==> src/rtl/tipi_pkg.sv <==
// Shared constants and types for the TIPI mailbox RPi shift port.
// Address map, bit-counter width and the shift-state decode helper.
package tipi_pkg;

  localparam logic [15:0] TIPI_ADDR_TD = 16'h5FFF;
  localparam logic [15:0] TIPI_ADDR_TC = 16'h5FFD;
  localparam logic [15:0] TIPI_ADDR_RD = 16'h5FFB;
  localparam logic [15:0] TIPI_ADDR_RC = 16'h5FF9;

  localparam int BIT_CNT_W = 4;
  localparam logic [BIT_CNT_W-1:0] BIT_CNT_FULL = 4'd8;

  typedef enum logic [1:0] {
    ST_IDLE,
    ST_SHIFT,
    ST_FULL
  } shift_state_e;

  // The bit counter itself is the state: 0 idle, 1..7 shifting, 8 full.
  function automatic shift_state_e state_of(input logic [BIT_CNT_W-1:0] cnt);
    if (cnt == '0)
      return ST_IDLE;
    else if (cnt >= BIT_CNT_FULL)
      return ST_FULL;
    else
      return ST_SHIFT;
  endfunction

endpackage

==> src/rtl/tipi_sync_edge.sv <==
// Multi-flop synchronizer for one asynchronous RPi line, with a rising-edge
// pulse derived from the synchronized level.
module tipi_sync_edge #(
  parameter int SYNC_STAGES = 2
) (
  input  logic clk,
  input  logic rst,
  input  logic async_i,
  output logic level_o,
  output logic rise_o
);

  logic [SYNC_STAGES-1:0] sync_q;
  logic                   prev_q;

  always_ff @(posedge clk) begin
    if (rst) begin
      sync_q <= '0;
      prev_q <= 1'b0;
    end else begin
      sync_q <= {sync_q[SYNC_STAGES-2:0], async_i};
      prev_q <= sync_q[SYNC_STAGES-1];
    end
  end

  assign level_o = sync_q[SYNC_STAGES-1];
  assign rise_o  = sync_q[SYNC_STAGES-1] & ~prev_q;

endmodule

==> src/rtl/tipi_rpi_shift_port.sv <==
// RPi-facing TIPI shift port: deserializes RD/RC, serializes TD/TC, and serves
// TI reads of RD/RC. Optional idle timeout when TIPI_SHIFT_TIMEOUT_EN is defined.
module tipi_rpi_shift_port
  import tipi_pkg::*;
#(
  parameter int SYNC_STAGES    = 2,
  parameter int TIMEOUT_CYCLES = 65535
) (
  input  logic        clk,
  input  logic        rst,
  input  logic        r_clk,
  input  logic        r_dout,
  input  logic        r_cd,
  input  logic        r_le,
  output logic        r_din,
  input  logic [7:0]  td_in,
  input  logic [7:0]  tc_in,
  input  logic [15:0] ti_a,
  input  logic        ti_memen,
  input  logic        ti_dbin,
  output logic [7:0]  ti_data_out,
  output logic        ti_data_oe,
  output logic [7:0]  rd_q,
  output logic [7:0]  rc_q,
  output logic        frame_err,
  output logic [7:0]  err_cnt
);

  // Line order: 0 = r_clk, 1 = r_le, 2 = r_dout, 3 = r_cd.
  logic [3:0] async_vec;
  logic [3:0] level_vec;
  logic [3:0] rise_vec;

  assign async_vec = {r_cd, r_dout, r_le, r_clk};

  generate
    for (genvar gi = 0; gi < 4; gi++) begin : g_sync
      tipi_sync_edge #(
        .SYNC_STAGES(SYNC_STAGES)
      ) u_sync (
        .clk    (clk),
        .rst    (rst),
        .async_i(async_vec[gi]),
        .level_o(level_vec[gi]),
        .rise_o (rise_vec[gi])
      );
    end
  endgenerate

  logic clk_rise, le_rise, dout_s, cd_s;
  assign clk_rise = rise_vec[0];
  assign le_rise  = rise_vec[1];
  assign dout_s   = level_vec[2];
  assign cd_s     = level_vec[3];

  logic unused_rise;
  assign unused_rise = ^rise_vec[3:2];

  logic [BIT_CNT_W-1:0] bit_cnt_q, bit_cnt_d;
  logic [7:0]           shift_in_q, shift_in_d;
  logic [7:0]           shift_out_q, shift_out_d;
  logic [7:0]           rd_d, rc_d, err_cnt_d;
  logic                 err_evt;
  shift_state_e         state;

`ifdef TIPI_SHIFT_TIMEOUT_EN
  localparam logic [15:0] TIMEOUT_LAST = 16'(TIMEOUT_CYCLES - 1);
  logic [15:0] idle_cnt_q, idle_cnt_d;
  logic        timeout_hit;
  assign timeout_hit = (state != ST_IDLE) && (idle_cnt_q == TIMEOUT_LAST);
`else
  localparam int unused_timeout = TIMEOUT_CYCLES;
`endif

  assign state = state_of(bit_cnt_q);

  always_comb begin
    bit_cnt_d   = bit_cnt_q;
    shift_in_d  = shift_in_q;
    shift_out_d = shift_out_q;
    rd_d        = rd_q;
    rc_d        = rc_q;
    err_evt     = 1'b0;

    if (le_rise) begin
      bit_cnt_d = '0;
      if (state == ST_FULL) begin
        if (cd_s)
          rc_d = shift_in_q;
        else
          rd_d = shift_in_q;
      end else begin
        err_evt = 1'b1;
      end
      // A simultaneous shift clock is dropped and flagged.
      if (clk_rise)
        err_evt = 1'b1;
    end else if (clk_rise) begin
      if (state != ST_FULL) begin
        shift_in_d  = {shift_in_q[6:0], dout_s};
        shift_out_d = {shift_out_q[6:0], 1'b0};
        bit_cnt_d   = bit_cnt_q + 1'b1;
      end else begin
        err_evt = 1'b1;
      end
    end else if (state == ST_IDLE) begin
      shift_out_d = cd_s ? tc_in : td_in;
    end
`ifdef TIPI_SHIFT_TIMEOUT_EN
    else if (timeout_hit) begin
      bit_cnt_d = '0;
      err_evt   = 1'b1;
    end
`endif

    err_cnt_d = (err_evt && err_cnt != 8'hFF) ? err_cnt + 8'd1 : err_cnt;
  end

`ifdef TIPI_SHIFT_TIMEOUT_EN
  always_comb begin
    if (clk_rise || le_rise || bit_cnt_d == '0)
      idle_cnt_d = '0;
    else
      idle_cnt_d = idle_cnt_q + 16'd1;
  end

  always_ff @(posedge clk) begin
    if (rst)
      idle_cnt_q <= '0;
    else
      idle_cnt_q <= idle_cnt_d;
  end
`endif

  always_ff @(posedge clk) begin
    if (rst) begin
      bit_cnt_q   <= '0;
      shift_in_q  <= '0;
      shift_out_q <= '0;
      rd_q        <= '0;
      rc_q        <= '0;
      frame_err   <= 1'b0;
      err_cnt     <= '0;
    end else begin
      bit_cnt_q   <= bit_cnt_d;
      shift_in_q  <= shift_in_d;
      shift_out_q <= shift_out_d;
      rd_q        <= rd_d;
      rc_q        <= rc_d;
      frame_err   <= err_evt;
      err_cnt     <= err_cnt_d;
    end
  end

  assign r_din = shift_out_q[7];

  // TI bus timing is unrelated to clk, so the read mux stays combinational.
  assign ti_data_oe  = ~ti_memen & ti_dbin &
                       ((ti_a == TIPI_ADDR_RD) | (ti_a == TIPI_ADDR_RC));
  assign ti_data_out = (ti_a == TIPI_ADDR_RC) ? rc_q : rd_q;

endmodule

==> config.mk <==
export PLATFORM = sky130hd
export DESIGN_NAME = tipi_rpi_shift_port
export DESIGN_NICKNAME = d
export VERILOG_FILES = /design/src/rtl/tipi_pkg.sv /design/src/rtl/tipi_sync_edge.sv /design/src/rtl/tipi_rpi_shift_port.sv
export SDC_FILE = /design/constraint.sdc
export NUM_CORES = 1
export LEC_CHECK = 0
export CAP_MARGIN = 20
export CORE_ASPECT_RATIO = 0.5
export CORE_MARGIN = 5
export CORE_UTILIZATION = 35
export DETAILED_ROUTE_END_ITERATION = 10
export DONT_BUFFER_PORTS = 1
export PLACE_DENSITY = 0.58
export SETUP_SLACK_MARGIN = 0.4
export SYNTH_ARGS = -nofsm -noshare
export SYNTH_HDL_FRONTEND = slang
export SYNTH_HIERARCHICAL = 1
export SYNTH_SLANG_ARGS = --single-unit
==> constraint.sdc <==
create_clock -name clk -period 5.4 [get_ports clk]
set_clock_uncertainty 0.2 [all_clocks]
set_input_delay 1.08 -clock clk [delete_from_list [all_inputs] [get_ports clk]]
set_output_delay 1.08 -clock clk [all_outputs]
set_load 0.01 [all_outputs]
### Word level (Yosys, flattened, before mapping)

Index checks and enable logic that the tools add are counted.

* register bits: 55
* output and inout port bits: 35
* word-level logic and storage cells: 54

* add/sub/neg operators: 2
* bitwise operators: 10
* reduce and logical (&&, ||, !) cells: 10
* equality and inequality tests: 6
* mux-type cells: 12
* magnitude comparators: 1

Operator list (count)
* $mux 8: 5
* $eq 16x15->1 const B: 2
* $reduce_and 3->1: 4
* $add 8x1->8 const B: 1
* $ne 8x8->1 const B: 1
* $mux 1: 5
* $not 1->1: 5
* $add 4x1->4 const B: 1
* $and 1x1->1: 4
* $ge 4x4->1 const B: 1
* $logic_not 4->1: 1
* $mux 2: 2
* $eq 2x2->1 const B: 1
* $logic_not 2->1: 1
* $ne 2x1->1 const B: 1
* $ne 2x2->1 const B: 1
* $reduce_and 2->1: 1
* $reduce_bool 2->1: 1
* $reduce_or 2->1: 1
* $logic_and 1x1->1: 1
* $or 1x1->1: 1

### Depth between registers and ports, before layout

* word-level depth: 8
* gate-level depth with buffers: 7
* gate-level depth less buffers: 6

### Cells and area by module

Netlist, hierarchy kept.

Modules (own cells, without submodules)
* tipi_rpi_shift_port: seq. area each 900.9 um^2, area an instance 2059.5 um^2, cells each 213, times used 1
* tipi_sync_edge: seq. area each 60.1 um^2, area an instance 87.6 um^2, cells each 7, times used 4

### Least setup slack after synthesis

Ideal clock, no wire load.

* kind: input port to output port
* start: input ti_a[1]
* end: output ti_data_out[0]
* path slack: 1.751 ns
* cell stages on the path: 3
* data required time: 4.120 ns
* data arrival time: 2.369 ns
* cell sequence: or4b_4 -> nor4_4 -> mux2_2

* cells in the longest elaborated chain, start to end: 2

RTL lines
* start: declaration: line tipi_rpi_shift_port.sv:18 `input logic [15:0] ti_a,`
* $eq 16x15->1: line tipi_rpi_shift_port.sv:160 `assign ti_data_out = (ti_a == TIPI_ADDR_RC) ? rc_q : rd_q;`
* $mux 8: line tipi_rpi_shift_port.sv:160
* end: declaration: line tipi_rpi_shift_port.sv:21 `output logic [7:0] ti_data_out,`

No other way between the ends.

### Final worst setup path

* start: input ti_a[1]
* end: output ti_data_out[5]

Same word-level chain as after synthesis.

==> results.md <==
STA:
- In this run the tightest slew margin relative to its limit is 40.24%.
- The number of setup violations in the final report is 0.
- At the pin with the least slew margin, the transition time is 0.8946 ns.
- The total negative setup slack is 0 ns.
- The worst path needs about 3.8 ns of the cycle, external delays included.
- Timing would allow up to 262.8 MHz.
- Of the available clock period, the critical path in the final layout requires between 70% and 80%.
- Setup repair after global routing left no endpoint under its margin.
- The final number of max-transition violations is 0.
- The final hold violation count was 0.
- The final hold slack is 0.2398 ns.

Global routing:
- The via count of the first global-routing pass came to 1,566.
- The initial antenna violation count is 0.
- The first global-routing pass estimated 7.396 mm of wire.
- For this run, the total global-route usage over all layers was measured as 10.86%.
- Entering global routing, the biggest net connects 56 pins.
- The total overflow reported by the global router is 0.

Worst setup path:
- Along the worst path, the maximum fanout reaches 8.
- STA puts the critical path data required time at between 4 and 5 ns.
- For the worst setup path, the data arrival time is 2.52 ns.
- Across all register-to-register paths, the minimum setup slack is approximately 2.8 ns.
- The startpoint-to-endpoint class of the critical path is input port to output port.
- For this run, the slowest stage of the critical path takes 0.53 ns.
- The critical path goes through or4b_4, nor4_4, mux2_2.
- The slowest stage of the critical path is the or4b_4 cell.
- The sort of element at the start of the critical path is an input port.
- The type of destination of the critical path is an output port.

Logic synthesis:
- The net count after synthesis is 278.
- The post-synthesis instance area is 0.002340 mm2.
- The Yosys step of the flow raised 6 warnings.
- Dividing the synthesized area by the synthesized cell count gives 9.956 um2.
- After technology mapping, the gate count stands at 235.

Floorplanning:
- Measured along the x axis, the die boundary spans 125.6 um.
- Measured along the y axis, the die boundary spans between 60 and 70 um.
- In this run the core area contains 21 standard-cell rows.
- The region available for standard cell placement spans between 0.006 and 0.007 mm2.
- In this run the count of I/O pins placed on the die edge is 75.
- The die covers 0.008520 mm2.
- Once the floorplan was initialized, standard cells occupied 35.48% of the core.

Routing:
- The total length of routed wires is 4.441 mm.
- The met1 wire length is 2.012 mm.
- Wire segments on met3 add up to ~320 um in the final route.
- The met2 wire length is 2.052 mm.
- The number of design rule violations left after detail routing is 0.
- After detailed routing, the number of vias per cell comes to between 4 and 5.
- Dividing the detail-routed wire length by the instance count gives ~14 um.
- Summing over every cut layer, the via total after detailed routing is approximately 1,600.
- The uppermost metal layer occupied by signal nets is met4.
- The count of nets left with antenna violations once routing finished came out at 0.
- The first detailed-routing pass took 4 iterations.
- After the first detailed-routing iteration, the DRC count stood at 52.

CTS:
- Once the clock tree was built, the setup fixing pass inserted 0 buffers.
- The clock latency reported for the late side of the worst-skew pair is 0.29 ns.
- The number of resized instances in the post-cts repair step is 0.
- The cell sitting at the root of the clock tree is a clkbuf_16.
- The clock tree synthesis step divided the H-tree into 2 levels.
- TritonCTS built the clock tree.
- The quantity of hold-fixing buffers added after cts is 0.
- The clock input transition at the sequential cells of the worst setup and hold paths is approximately 0.070 ns.
- In this run, CTS created clock tree buffers numbering 5.
- The clock passes through at most 2 buffers.
- The tree built by TritonCTS fans out to 55 sinks.

Placement:
- The count of buffers added on input and output ports is 0.
- After detailed placement, the design holds a cell count of between 300 and 400.
- The placer's final routability congestion estimate is 0.7352.
- After legalization and detailed placement, the total HPWL measured 3.237 mm.
- Once placement finished, the instance area stood at 0.002404 mm2.

Min path:
- The tightest min-delay check is of the register to register type.

Flow run:
- Across the run, the number of max-cap violations was 0.

Status:
- The run finished with clean final reports.

Final layout:
- Cells with a size suffix above 1 make up 9.524% of the layout.
- With fillers left out, the area of the finished cells amounts to ~0.0026 mm2.
- The non-filler instance count after layout is 323.
- The library cells used most frequently in the layout, excluding fill and tap cells, are dfxtp_1 (55), nor2_1 (42), mux2i_1 (41), nor2b_1 (14), mux2_2 (9).
- The final net count is 273.
- The area added between synthesis and finish is 9.198%.
- The most common cell after layout, fill and taps aside is dfxtp_1.
- The filler cell count in the final layout is about 670.
- The antenna diode instance count is 0.

Pwr:
- Power spread over the standard cell area amounts to 305.0 mW/mm2.
- The analysis attributes to cell leakage a power of 1.078 nW.
- The maximum vdd ir drop is 0.0001247 V.
critical path: cells and delay by family:
kind | cells | cell delay (ns)
mux | 1 | 0.44
simple gates | 2 | 1.00
power by group:
group	internal (mW)	switching, mW
clock network	0.176	0.149
logic	0.0168	0.0149
registers	0.415	0.00694
through the flow:
step | utilization (%) | total power, mW | setup WS, ns
detailed placement | 36.44 | 0.4643 | 1.582
global placement | 36.44 | 0.4630 | 1.610
CTS | 38.74 | 0.7962 | 1.570
floorplan | - | 0.4637 | 1.751
global route | 38.74 | 0.8180 | 1.515
finish | 38.74 | 0.7793 | 1.595
sequential cells by signal, summed over array words and instances, names as in the netlist:
signal                cells
err_cnt                   8
g_sync.u_sync/sync_q      8
rc_q                      8
rd_q                      8
shift_in_q                8
shift_out_q               8
bit_cnt_q                 4
g_sync.u_sync/prev_q      2
frame_err                 1
per-layer routing:
metal / GRT usage, % / vias up
li1: - / 800
met1: 12.77 / 746
met2: 19.08 / 51
met3: 3.663 / 6
met4: 3.649 / 0
met5: 0 / -
final cells by class:
class	instances	area [um2]	share of cell area, %
multi-input combinational	165	1176	46.03
sequential	55	1101	43.10
clock buffer	5	125.1	4.897
tap	92	115.1	4.505
clock inverter	3	26.28	1.028
inverter	3	11.26	0.4407
worst paths after layout:
| check | from | end | depth (start not counted) |
|---|---|---|---|
| worst max-delay path | ti_a[1] | ti_data_out[5] | 3 |
| worst min-delay path | g_sync[3].u_sync/sync_q[0] | g_sync[3].u_sync/sync_q[1] | 1 |
| worst max register to register | g_sync[0].u_sync/sync_q[1] | shift_in_q[7] | 5 |
| worst min register to register | g_sync[3].u_sync/sync_q[0] | g_sync[3].u_sync/sync_q[1] | 1 |
(Power assumes the default switching activity.)
==> edit (same settings) <==
`shift_out_q` no longer has a reset.
--- a/src/rtl/tipi_rpi_shift_port.sv
+++ b/src/rtl/tipi_rpi_shift_port.sv
@@ -136,7 +136,6 @@
     if (rst) begin
       bit_cnt_q   <= '0;
       shift_in_q  <= '0;
-      shift_out_q <= '0;
       rd_q        <= '0;
       rc_q        <= '0;
       frame_err   <= 1'b0;
@@ -144,12 +143,15 @@
     end else begin
       bit_cnt_q   <= bit_cnt_d;
       shift_in_q  <= shift_in_d;
-      shift_out_q <= shift_out_d;
       rd_q        <= rd_d;
       rc_q        <= rc_d;
       frame_err   <= err_evt;
       err_cnt     <= err_cnt_d;
     end
+  end
+
+  always_ff @(posedge clk) begin
+    shift_out_q <= shift_out_d;
   end
 
   assign r_din = shift_out_q[7];
Formal check against the unedited RTL: not equivalent (a bounded check fails within 4 cycles, from zero or initial values and one cycle with rst high).
==> edit against the original RTL <==
  * Worst hold slack worse by 0.0013 ns
  * Synthesized area is 0.11% higher
  * Power is 0.44% lower
  * Design area hardly changed
  * Synthesized cell count is 6.8% lower
  * Sequential cell count stayed put
  * Critical path depth is 1 higher
  * Sequential share of layout area is 3.1 points higher
  * Routed wire length is 1.6% lower
  * Setup slack better by 0.41 ns
  * Highest routed layer unchanged
  * Combinational power is 23% lower
==> edit: results (changes against the original RTL) <==
maximum number of pins on one net before global-route repair 49 (-13%); slowest stage delay, CP 0.50 ns (-0.03 ns); fraction of final layout cells sized beyond drive strength 1 12.0% (+2.5 points); global router's overall resource usage 10.8% (-0.053 points); total of buffers placed on input and output ports 0 (unchanged); insertion delay to the later sink of the worst-skew pair 0.29 ns (about the same); Peak supply drop 106 uV (-15%); Slowest cell on crit path sky130_fd_sc_hd__nor4bb_1; first-pass GRT wire length 7290 um (-1.4%); critical path fanouts, max 2 (-6); CP delay by family, top simple AND/OR/NAND/NOR gates; status completed; worst slew pin tran 0.615 ns (-0.280 ns); Leak 1.06 nW (-1.8%); clock input transition at the sequential cells of the worst setup and hold paths 0.06 ns; number of iterations in the first detailed-routing pass 5 (+1); antenna violations before repair 0 (unchanged); Setup Slack @ Placement 1.98 ns (+0.400 ns); syn nets 262 (-5.8%); total CTS buffers 5 (unchanged); cell at the root of the clock tree sky130_fd_sc_hd__clkbuf_16; CTS resizes 0 (unchanged); endpoint arrival time on the critical path 2.11 ns (-0.41 ns); total length of routed wires 4370 um (-1.6%); violation count after the first detailed-routing iteration 76 (+46%); Switching Share 19.8% (-2.2 points); gp weighted congestion 0.694 (-5.7%); HPWL reported at the end of detailed placement 3230 um (-0.16%); routed vias 1486 (-7.3%)
-- edit: power by group through the flow --
stage / clock [mW] / combinational, mW / sequential [mW]
floorplan: 0 / 0.0260 / 0.442
global placement: 0 / 0.0228 / 0.445
global route: 0.346 / 0.0283 / 0.437
CTS: 0.329 / 0.0242 / 0.436
detailed placement: 0 / 0.0241 / 0.445
finish: 0.316 / 0.0243 / 0.435
-- edit: worst paths after layout --
path	slack, ns	from	to	cells after the start
min reg2reg	0.24	g_sync[3].u_sync/sync_q[0]$_SDFF_PP0_	g_sync[3].u_sync/sync_q[1]$_SDFF_PP0_	1
max	2.01	ti_a[14]	ti_data_oe	4
max reg2reg	3.10	g_sync[0].u_sync/sync_q[1]$_SDFF_PP0_	shift_in_q[4]$_SDFFE_PP0P_	5
min	0.24	g_sync[3].u_sync/sync_q[0]$_SDFF_PP0_	g_sync[3].u_sync/sync_q[1]$_SDFF_PP0_	1
-- edit: per-layer routing --
layer | GRT usage [%] | vias up | share of wire [%]
li1 | - | 754 | -
met1 | 13.7 | 669 | 47
met2 | 16.4 | 55 | 44
met3 | 4.29 | 8 | 8.0
met4 | 4.86 | 0 | 1.7
met5 | 0 | - | 0
-- edit: cell type report --
type / instances / area, um2
timing repair buffer: 1 / 7.51
clock inverter: 1 / 5.00
fill: 635 / 4040
tap: 92 / 115
inverter: 3 / 11.3
clock buffer: 6 / 139
sequential: 55 / 1180
multi-input combinational: 151 / 1100
-- edit: through the flow --
step           utilization (%)  std cells  area (um2)
6_report                  38.8        309        2560
5_1_grt                   38.8        309        2560
4_1_cts                   38.6        308        2550
3_5_place_dp              36.5        301        2400
3_3_place_gp              36.5        301        2400
2_1_floorplan                -        219        2340
-- edit: worst reg2reg max path, delay by kind of cell (launching register included) --
family | cells | cell delay, ns
flops | 1 | 0.32
mux | 1 | 0.25
simple gates | 4 | 1.43
